[src/rtl/pipe_out_buffer_if.sv]
// Handshake/status bundle between user logic, host pipe endpoint and pipe_out_buffer.
// master: user/host side (drives wr_valid, wr_data, ep_read, clear_status).
// slave : buffer side (drives wr_ready, ep_datain, level, overflow, underflow, checksum).
interface pipe_out_buffer_if #(
  parameter int DEPTH_LOG2 = 4
);
  logic                  wr_valid;
  logic [15:0]           wr_data;
  logic                  wr_ready;
  logic                  ep_read;
  logic [15:0]           ep_datain;
  logic [DEPTH_LOG2:0]   level;
  logic                  overflow;
  logic                  underflow;
  logic                  clear_status;
  logic [15:0]           checksum;

  modport master (
    output wr_valid, wr_data, ep_read, clear_status,
    input  wr_ready, ep_datain, level, overflow, underflow, checksum
  );

  modport slave (
    input  wr_valid, wr_data, ep_read, clear_status,
    output wr_ready, ep_datain, level, overflow, underflow, checksum
  );
endinterface

[src/rtl/pipe_out_buffer.sv]
// First-word-fall-through buffer feeding a host pipe-out endpoint from user logic.
// Latency: a pushed word is on ep_datain the cycle after the push edge; pop advances head next cycle.
// Backpressure: wr_ready drops when full (pushes dropped, overflow set); reads while empty set underflow.
// Ports: ti_clk, reset (async active-high), bus (pipe_out_buffer_if.slave):
//   wr_valid/wr_data/wr_ready push side, ep_read/ep_datain host side,
//   level/overflow/underflow/checksum status, clear_status clears sticky flags and checksum.
// Option: define PIPE_OUT_BUFFER_CHECKSUM_EN to accumulate popped words into checksum.
module pipe_out_buffer #(
  parameter int DEPTH_LOG2 = 4
) (
  input  logic              ti_clk,
  input  logic              reset,
  pipe_out_buffer_if.slave  bus
);
  localparam int DEPTH = 1 << DEPTH_LOG2;
  localparam logic [DEPTH_LOG2:0]   FULL_LEVEL = DEPTH[DEPTH_LOG2:0];
  localparam logic [DEPTH_LOG2:0]   LVL_ONE    = {{DEPTH_LOG2{1'b0}}, 1'b1};
  localparam logic [DEPTH_LOG2-1:0] PTR_ONE    = {{(DEPTH_LOG2-1){1'b0}}, 1'b1};

  logic [15:0]           mem [DEPTH];
  logic [DEPTH_LOG2-1:0] wr_ptr;
  logic [DEPTH_LOG2-1:0] rd_ptr;
  logic [DEPTH_LOG2:0]   level_q;
  logic                  overflow_q;
  logic                  underflow_q;
  logic                  full;
  logic                  empty;
  logic                  push_ok;
  logic                  pop_ok;
  logic [15:0]           head;

  // Status derived only from registered level, so wr_ready never depends on wr_valid/ep_read.
  assign full    = (level_q == FULL_LEVEL);
  assign empty   = (level_q == '0);
  assign push_ok = bus.wr_valid && !full;
  assign pop_ok  = bus.ep_read && !empty;
  assign head    = empty ? 16'h0000 : mem[rd_ptr];

  assign bus.wr_ready  = !full;
  assign bus.ep_datain = head;
  assign bus.level     = level_q;
  assign bus.overflow  = overflow_q;
  assign bus.underflow = underflow_q;

  // Storage is not reset: level/pointers define what is valid.
  always_ff @(posedge ti_clk) begin
    if (push_ok && !reset) begin
      mem[wr_ptr] <= bus.wr_data;
    end
  end

  always_ff @(posedge ti_clk or posedge reset) begin
    if (reset) begin
      wr_ptr      <= '0;
      rd_ptr      <= '0;
      level_q     <= '0;
      overflow_q  <= 1'b0;
      underflow_q <= 1'b0;
    end else begin
      if (push_ok) wr_ptr <= wr_ptr + PTR_ONE;
      if (pop_ok)  rd_ptr <= rd_ptr + PTR_ONE;

      case ({push_ok, pop_ok})
        2'b10:   level_q <= level_q + LVL_ONE;
        2'b01:   level_q <= level_q - LVL_ONE;
        default: level_q <= level_q;
      endcase

      // A new error event wins over a same-cycle clear.
      if (bus.wr_valid && full)       overflow_q <= 1'b1;
      else if (bus.clear_status)      overflow_q <= 1'b0;

      if (bus.ep_read && empty)       underflow_q <= 1'b1;
      else if (bus.clear_status)      underflow_q <= 1'b0;
    end
  end

`ifdef PIPE_OUT_BUFFER_CHECKSUM_EN
  logic [15:0] csum_q;

  // Clear restarts the sum; a pop on the clear edge becomes the first term.
  always_ff @(posedge ti_clk or posedge reset) begin
    if (reset) begin
      csum_q <= 16'h0000;
    end else if (bus.clear_status) begin
      csum_q <= pop_ok ? head : 16'h0000;
    end else if (pop_ok) begin
      csum_q <= csum_q + head;
    end
  end

  assign bus.checksum = csum_q;
`else
  assign bus.checksum = 16'h0000;
`endif

endmodule

[src/flat_wrapper.sv]
// flat-port wrapper written by rule: the top's interface ports become plain ports
module pipe_out_buffer_flat 
#(
  parameter int DEPTH_LOG2 = 4
)
  (ti_clk, reset, bus_wr_valid, bus_wr_data, bus_ep_read, bus_clear_status, bus_wr_ready, bus_ep_datain, bus_level, bus_overflow, bus_underflow, bus_checksum);
  pipe_out_buffer_if #(.DEPTH_LOG2(DEPTH_LOG2)) bus_i ();
  input  logic ti_clk;
  input  logic reset;
  input wire logic [$bits(bus_i.wr_valid)-1:0] bus_wr_valid;
  input wire logic [$bits(bus_i.wr_data)-1:0] bus_wr_data;
  input wire logic [$bits(bus_i.ep_read)-1:0] bus_ep_read;
  input wire logic [$bits(bus_i.clear_status)-1:0] bus_clear_status;
  output wire logic [$bits(bus_i.wr_ready)-1:0] bus_wr_ready;
  output wire logic [$bits(bus_i.ep_datain)-1:0] bus_ep_datain;
  output wire logic [$bits(bus_i.level)-1:0] bus_level;
  output wire logic [$bits(bus_i.overflow)-1:0] bus_overflow;
  output wire logic [$bits(bus_i.underflow)-1:0] bus_underflow;
  output wire logic [$bits(bus_i.checksum)-1:0] bus_checksum;
  assign bus_i.wr_valid = bus_wr_valid;
  assign bus_i.wr_data = bus_wr_data;
  assign bus_i.ep_read = bus_ep_read;
  assign bus_i.clear_status = bus_clear_status;
  assign bus_wr_ready = bus_i.wr_ready;
  assign bus_ep_datain = bus_i.ep_datain;
  assign bus_level = bus_i.level;
  assign bus_overflow = bus_i.overflow;
  assign bus_underflow = bus_i.underflow;
  assign bus_checksum = bus_i.checksum;
  pipe_out_buffer #(.DEPTH_LOG2(DEPTH_LOG2)) u_core (.ti_clk(ti_clk), .reset(reset), .bus(bus_i));
endmodule
[config.mk]
export PLATFORM = sky130hd
export DESIGN_NAME = pipe_out_buffer_flat
export DESIGN_NICKNAME = d
export VERILOG_FILES = /design/src/rtl/pipe_out_buffer_if.sv /design/src/rtl/pipe_out_buffer.sv /design/src/flat_wrapper.sv
export SDC_FILE = /design/constraint.sdc
export NUM_CORES = 1
export LEC_CHECK = 0
export ABC_AREA = 1
export CORE_UTILIZATION = 40
export DETAILED_ROUTE_END_ITERATION = 8
export DONT_BUFFER_PORTS = 1
export PLACE_DENSITY = 0.57
export SLEW_MARGIN = 25
export SYNTH_ARGS = -nofsm -noshare
export SYNTH_HDL_FRONTEND = slang
export SYNTH_SLANG_ARGS = --single-unit
[constraint.sdc]
create_clock -name ti_clk -period 6.1 [get_ports ti_clk]
set_input_delay 0.915 -clock ti_clk [delete_from_list [all_inputs] [get_ports ti_clk]]
set_output_delay 0.915 -clock ti_clk [all_outputs]
set_load 0.05 [all_outputs]
# == Word level (Yosys, flattened, before mapping) ==
# Memories as Yosys holds them, arrays and structs flattened.
# Index checks and enable logic that the tools add are counted.
# W data, S select, Z words.
# op_classes
n_addsub,4
n_eq_ne,3
n_mux,7
reduce_logical,12
# ops
op,count
$mux W16,1
$pmux W5 S2,1
$add A4 B1 Y4 const B,2
$reduce_bool A2 Y1,3
$add A5 B1 Y5 const B,1
$eq A5 B5 Y1 const B,1
$logic_and A1 B1 Y1,5
$logic_not A5 Y1,1
$mux W1,5
$sub A5 B1 Y5 const B,1
$logic_not A1 Y1,3
$eq A2 B1 Y1 const B,1
$eq A2 B2 Y1 const B,1
# word_totals
regBits,15
ramBits,256
elab_cells,32
mem_count,1
# mem_list
memory,depth,width,read_ports,rd_clocked_by_memory_dff,write_ports,line_no,rtl
u_core.mem,16,16,1,0,1,pipe_out_buffer.sv:20,logic [15:0] mem [DEPTH];

# == Depth between registers and ports, before layout ==
# Gate-level depths: netlist (run 1).
# logic_depth
depth_word,6
depth_mapped,16
mapped_depth_nobuf,16

# == Worst setup path after synthesis (run 1) ==
# No wires, ideal clock.
# synth_timing
kind,reg2reg
start,register u_core.level_q[3] (netlist: u_core.bus.level[3])
end,memory u_core.mem[0][0] (enable)
arrival_ns,2.550
required_ns,5.712
slack_ns,3.162
path_stages_with_launch,7
n_path_buf,0
cell_sequence,dfrtp_1 -> inv_1 -> nand4_1 -> nand2_1 -> inv_1 -> nand2_1 -> nor2_1
# synth_via
elab_chain_len,6
# synth_rtl
item,line_no,rtl
from (decl),pipe_out_buffer.sv:23,logic [DEPTH_LOG2:0] level_q;
from (signal assigned),pipe_out_buffer.sv:64,2'b10: level_q <= level_q + LVL_ONE;
from (signal assigned),pipe_out_buffer.sv:65,2'b01: level_q <= level_q - LVL_ONE;
from (signal assigned),pipe_out_buffer.sv:66,default: level_q <= level_q;
$eq A5 B5 Y1,pipe_out_buffer.sv:33,assign full = (level_q == FULL_LEVEL);
$logic_not A1 Y1,n/a,
via bus_wr_ready,flat_wrapper.sv:14,output wire logic [$bits(bus_i.wr_ready)-1:0] bus_wr_ready;
$logic_and A1 B1 Y1,pipe_out_buffer.sv:35,assign push_ok = bus.wr_valid && !full;
$logic_and A1 B1 Y1,pipe_out_buffer.sv:47,if (push_ok && !reset) begin
$mux W1,pipe_out_buffer.sv:47,
$mux W1 (not written as such),pipe_out_buffer.sv:48,mem[wr_ptr] <= bus.wr_data;
to (decl),pipe_out_buffer.sv:20,
# The timed path passes the listed nets, and every way through them passes these cells.

# == Worst setup path after layout (run 1) ==
# layout_timing
start,register u_core.rd_ptr[1]
end,output port bus_ep_datain[2]
# layout_via
elab_chain_len,2
# layout_rtl
item,line_no,rtl
from (decl),pipe_out_buffer.sv:22,logic [DEPTH_LOG2-1:0] rd_ptr;
from (signal assigned),pipe_out_buffer.sv:61,if (pop_ok) rd_ptr <= rd_ptr + PTR_ONE;
$mem_v2 Z16 W16,n/a,
$mux W16,pipe_out_buffer.sv:37,assign head = empty ? 16'h0000 : mem[rd_ptr];
to (decl),flat_wrapper.sv:15,output wire logic [$bits(bus_i.ep_datain)-1:0] bus_ep_datain;
# No other way between the ends.

==> results of run 1 <==
-- critical path: stages, from the launching register on --
cell and delay, ns:
dfrtp_1 0.74, buf_4 0.44, inv_1 0.40, buf_4 0.34, nand3_1 0.10, nand3_1 0.07, nand3_1 0.09, nand2_1 0.05
nor2_1 0.84
-- cell usage after synthesis, drive strengths merged --
library cell / instances / area (um2)
nand4: 2 / 18.77
nor2: 36 / 137.6
edfxtp: 256 / 7687
clkinv: 1 / 3.750
xor2: 4 / 35.03
conb: 1 / 3.750
a21oi: 80 / 400.4
nand3: 92 / 460.4
o22ai: 2 / 12.51
xnor2: 3 / 26.28
nor3: 1 / 5.000
buf: 54 / 339.1
nand2: 372 / 1396
o21ai: 24 / 120.1
ha: 8 / 100.1
clkbuf: 10 / 37.54
dfrtp: 15 / 375.4
inv: 44 / 165.2
-- through the flow --
stage | hold slack [ns] | util (%) | std cells
final | 0.3828 | 45.45 | 1407
after global routing | 0.4382 | 45.45 | 1407
after CTS | 0.3907 | 45.43 | 1407
after detailed placement | 0.5515 | 42.12 | 1353
after global placement | 0.5489 | 42.03 | 1353
after floorplan | 0.5024 | - | 1020
-- cell type report --
| type | count | area [um2] |
|---|---|---|
| multi-input combinational | 640 | 2843 |
| clock inverter | 16 | 128.9 |
| clock buffer | 38 | 789.5 |
| tap | 378 | 473.0 |
| fill | 2563 | 15160 |
| timing repair buffer | 19 | 155.1 |
| sequential | 271 | 8066 |
| inverter | 45 | 170.2 |
-- cells by family after synthesis --
| logic type | after synthesis | synth area share [%] |
|---|---|---|
| buffers and inverters | 109 | 4.817 |
| xor gates and xnor gates | 7 | 0.5414 |
| AOI/OAI and AO/OA | 106 | 4.707 |
| and+or+nand+nor | 503 | 17.82 |
| adders and majority gates | 8 | 0.8839 |
| DFF | 271 | 71.20 |
| other | 1 | 0.03311 |
-- registers in the layout (all words and copies together), names as in the netlist --
register / count
u_core.rd_ptr: 4
u_core.bus.overflow: 1
u_core.mem: 256
u_core.bus.underflow: 1
u_core.bus.level: 5
u_core.wr_ptr: 4
-- final timing paths --
check                                               endpoint
worst max-delay path                        bus_ep_datain[2]
worst min-delay path            u_core.rd_ptr[3]$_DFFE_PP0P_
worst max register to register    u_core.mem[6][8]$_DFFE_PP_
worst min register to register  u_core.wr_ptr[2]$_DFFE_PP0P_
max in group asynchronous       u_core.rd_ptr[0]$_DFFE_PP0P_
min in group ti_clk               u_core.mem[4][9]$_DFFE_PP_
-- power groups by stage --
stage	combinational (mW)	clock (mW)	sequential [mW]
after floorplan	1.75	0	2.32
after global placement	2.12	0	2.44
after detailed placement	2.16	0	2.44
after CTS	2.16	1.71	2.40
after global routing	2.39	1.78	2.42
final	2.15	1.69	2.40
-- per-layer routing --
| metal | track usage [%] | part of all wire (%) |
|---|---|---|
| met5 | 0 | 0 |
| met4 | 4.740 | 1.8 |
| met3 | 4.907 | 7.7 |
| met2 | 32.80 | 47 |
| met1 | 27.23 | 44 |
==> flow_summary_export.csv, run 1 <==
group,metric,value,unit
grt,first_global_vias,7111,
logic_synthesis,synth_cells,1005,
logic_synthesis,synth_seq_cells,271,
setup_path,path_max_fanout,23,
setup_path,regToRegSetupSlack,2.60,ns
clocking,cts_max_path_buffers,3,
sta,slew_violations,0,
sta,setup_tns,0,ns
setup_path,reg2reg_depth,7,
routing,drc,0,
clocking,cts-root-buf,"clkbuf_16",
job,max_cap_viol_count,0,
place,placed_cell_area,0.01170,mm2
routing,wl_per_cell,19.86,um
grt,grt_pass1_wl,43130,um
logic_synthesis,synthDistinctLibCells,24,
sta,min_period,4.551,ns
final_layout,layout_commonest_cell,"nand2_1",
sta,fin_ws,1.549,ns
floorplanning,dieArea,0.02899,mm2
floorplanning,rows,61,
clocking,clk_pin_slew,0.06,ns
final_layout,final_cell_mix,"372 x nand2_1, 256 x edfxtp_1, 92 x nand3_1, 80 x a21oi_1, 42 x inv_1",
final_layout,antenna_cells,0,
clocking,h-tree-depth,1,
floorplanning,core,0.02778,mm2
clocking,cts_hold_buf,0,
grt,antenna_found_initial,0,
power_and_ir_drop,intPower,3.649,mW
power_and_ir_drop,p_sw,2.594,mW
power_and_ir_drop,irDropWorstVdd,0.2505,mV
logic_synthesis,synth_area_per_cell,11.27,um2
setup_path,crit_required,5.18,ns
routing,num_vias,7105,
setup_path,setup.worst_path.class,"reg -> out",
power_and_ir_drop,clkPwrFrac,27.1,%
power_and_ir_drop,power_frac_seq,38.4,%
setup_path,critPathLaunch,"u_core.rd_ptr[1]$_DFFE_PP0P_",
clocking,cts_buffers,29,
routing,drtIter0Drc,605,
power_and_ir_drop,power_frac_comb,34.4,%
place,io_buffers,0,
setup_path,endpoint_kind,"output port",
place,dpl_worst_slack,2.091,ns
min_path,hp-class,"in -> async",
setup_path,cp.arrival,3.64,ns
clocking,cts.sinks,271,
sta,finalHoldViolCount,0,
place,hpwl,16260,um
power_and_ir_drop,p_leak,4.749,nW
routing,wirelength,27950,um
sta,tightestPinTransition,1.097,ns
grt,grt_use_total,20.18,%
logic_synthesis,netlist_area,0.01132,mm2
grt,overflow,0,
clocking,clk_latency,0.55,ns
power_and_ir_drop,power_density,494.5,mW/mm2
sta,fmax,219.8,MHz
final_layout,drive_above_1_share,8.260,%
clocking,cts_setup_buffers,0,
routing,vias_per_cell,5.050,
power_and_ir_drop,switching_share,41.55,%
routing,ant_nets,0,
floorplanning,start_util,40.76,%
setup_path,startpoint_type,"flop",
logic_synthesis,yosysWarningCount,0,
final_layout,design_area,0.01263,mm2
sta,setup_viol,0,
sta,clock_skew,0.01760,ns
sta,period_share,74.60,%
power_and_ir_drop,total_power,6.244,mW
clocking,ctsResizeCount,0,
final_layout,areaGrowthSynthToFinish,11.49,%
floorplanning,die_y,170.3,um
clocking,cts_tree,"done",
routing,drt_pass1_iterations,5,
grt,grt_max_degree,91,
floorplanning,die_w,170.3,um
setup_path,timing.rr.start,"u_core.bus.level[0]$_DFFE_PP0P_",
logic_synthesis,ys_seq_area_share,71.20,%
place,routabilityCongestion,0.7753,
sta,rsz0062_at_grt,"false",
run_status,outcome,"completed",
floorplanning,io_pins,61,
sta,maxSlewHeadroom,26.57,%
final_layout,nets,1035,
Note: power is estimated with default switching activity, not from simulation.
==> run 2, diff against run 1 <==
PLACE_DENSITY = 0.59   (was 0.57)
clock period = 3.9 ns   (was 6.1 ns; I/O delays follow)
==> run 2 against run 1 <==
  * Routed wire length shrank 0.68%
  * Count of clock-buffer cells in the layout shrank 2
  * Via count grew 3.1%
  * Clock power grew 54%
  * Critical endpoint is now bus_ep_datain[10]
  * Largest cell class unchanged
==> flow_summary_export.csv, run 2 (synthesis results as in run 1) <==
group,metric,value,unit
sta,finalHoldViolCount,0,
grt,busiest_layer,"met2",
clocking,h-tree-depth,1,
routing,drc,0,
grt,grt_use_total,19.52,%
run_status,outcome,"completed",
sta,hold_slack,0.1329,ns
routing,drt_pass1_iterations,5,
clocking,cts_hold_buf,1,
grt,first_global_vias,6896,
sta,maxSlewHeadroom,33.72,%
sta,clock_skew,0.01627,ns
clocking,ctsResizeCount,0,
setup_path,crit_required,3.31,ns
final_layout,nets,1062,
floorplanning,die_y,170.3,um
final_layout,final_util,46.28,%
setup_path,path_max_fanout,49,
grt,grt_pass1_wl,42050,um
setup_path,endpoint_kind,"output port",
clocking,clk_latency,0.55,ns
power_and_ir_drop,power_density,790.2,mW/mm2
final_layout,final_cell_mix,"372 x nand2_1, 256 x edfxtp_1, 92 x nand3_1, 80 x a21oi_1, 42 x inv_1",
sta,slew_violations,0,
floorplanning,rows,61,
clocking,cts_buffers,29,
job,max_cap_viol_count,0,
setup_path,setup.worst_path.class,"reg -> out",
sta,fmax,287.4,MHz
sta,rsz0062_at_grt,"false",
final_layout,layout_commonest_cell,"nand2_1",
routing,wl_per_cell,19.36,um
routing,ant_nets,0,
grt,grt_use_met3,3.209,%
grt,met1_usage,28.33,%
setup_path,startpoint_type,"flop",
sta,setup_tns,0,ns
clocking,cts_max_path_buffers,3,
final_layout,antenna_cells,0,
power_and_ir_drop,total_power,10.16,mW
clocking,clk_pin_slew,0.06,ns
sta,min_period,3.480,ns
power_and_ir_drop,p_leak,4.897,nW
routing,drtIter0Drc,771,
final_layout,areaGrowthSynthToFinish,13.53,%
routing,num_vias,7326,
place,hpwl,16390,um
place,routabilityCongestion,0.8166,
routing,vias_per_cell,5.109,
min_path,hp-class,"in -> reg",
clocking,cts-root-buf,"clkbuf_16",
floorplanning,io_pins,61,
power_and_ir_drop,irDropWorstVdd,0.5954,mV
grt,grt_max_degree,147,
setup_path,cp.arrival,2.89,ns
floorplanning,die_w,170.3,um
floorplanning,dieArea,0.02899,mm2
clocking,cts_tree,"done",
floorplanning,core,0.02778,mm2
clocking,cts.sinks,271,
sta,period_share,89.22,%
grt,overflow,0,
final_layout,largest_reg_flops,256,
place,io_buffers,0,
routing,wirelength,27760,um
clocking,cts_setup_buffers,0,
final_layout,drive_above_1_share,10.80,%
grt,grt_use_met2,30.52,%
place,placed_cell_area,0.01194,mm2
sta,setup_viol,0,
floorplanning,start_util,40.76,%
final_layout,regMostFlops,"u_core.mem",
final_layout,design_area,0.01286,mm2
grt,antenna_found_initial,1,
sta,tightestPinTransition,0.9932,ns
==> run 2: through the flow <==
| stage | setup WS [ns] | std cells |
|---|---|---|
| 2_1_floorplan | 0.9617 | 1020 |
| 3_3_place_gp | 0.7933 | 1379 |
| 3_5_place_dp | 0.7604 | 1379 |
| 4_1_cts | 0.4296 | 1434 |
| 5_1_grt | 0.2359 | 1434 |
| 6_report | 0.4204 | 1434 |
==> run 2: final cells by class <==
class | count | area (um2)
repair buffers | 46 | 422.9
flip-flops and latches | 271 | 8066
well taps | 378 | 473.0
multi-input cells | 640 | 2818
inverters | 45 | 170.2
fillers | 2549 | 14920
clock buffers | 36 | 782.0
clock inverters | 18 | 125.1
==> run 2: path summary, 6_finish.rpt <==
| kind | start | end | slack, ns | depth (start not counted) |
|---|---|---|---|---|
| max | u_core.rd_ptr[0]$_DFFE_PP0P_ | bus_ep_datain[10] | 0.42 | 9 |
| min | bus_wr_data[10] | u_core.mem[14][10]$_DFFE_PP_ | 0.13 | 0 |
| max reg2reg | u_core.bus.level[1]$_DFFE_PP0P_ | u_core.bus.level[4]$_DFFE_PP0P_ | 0.72 | 16 |
| min reg2reg | u_core.wr_ptr[2]$_DFFE_PP0P_ | u_core.wr_ptr[2]$_DFFE_PP0P_ | 0.56 | 1 |
| max in group asynchronous | reset | u_core.rd_ptr[0]$_DFFE_PP0P_ | 3.19 | 3 |
| min in group asynchronous | reset | u_core.bus.level[1]$_DFFE_PP0P_ | 0.49 | 3 |
==> run 2: per-layer routing <==
layer,wire length (um),share of wire [%]
met5,0,0
met4,517,1.9
met3,1845,6.6
met2,12860,46
met1,12540,45
==> run 2: power breakdown <==
| part | leakage [nW] | internal [mW] | switching, mW |
|---|---|---|---|
| Combinational | 1.96 | 1.09 | 2.89 |
| Sequential | 2.49 | 3.39 | 0.195 |
| Clock | 0.453 | 1.49 | 1.12 |
| Total | 4.90 | 5.96 | 4.20 |
==> run 2: critical path: stages, from the launching register on <==
cell      delay [ns]
dfrtp_4         0.43
clkinv_2        0.63
buf_12          0.45
nand2_1         0.07
nand2_1         0.04
nand2_1         0.05
nand3_1         0.08
a21oi_1         0.26
nor2_1          0.08
buf_4           0.19
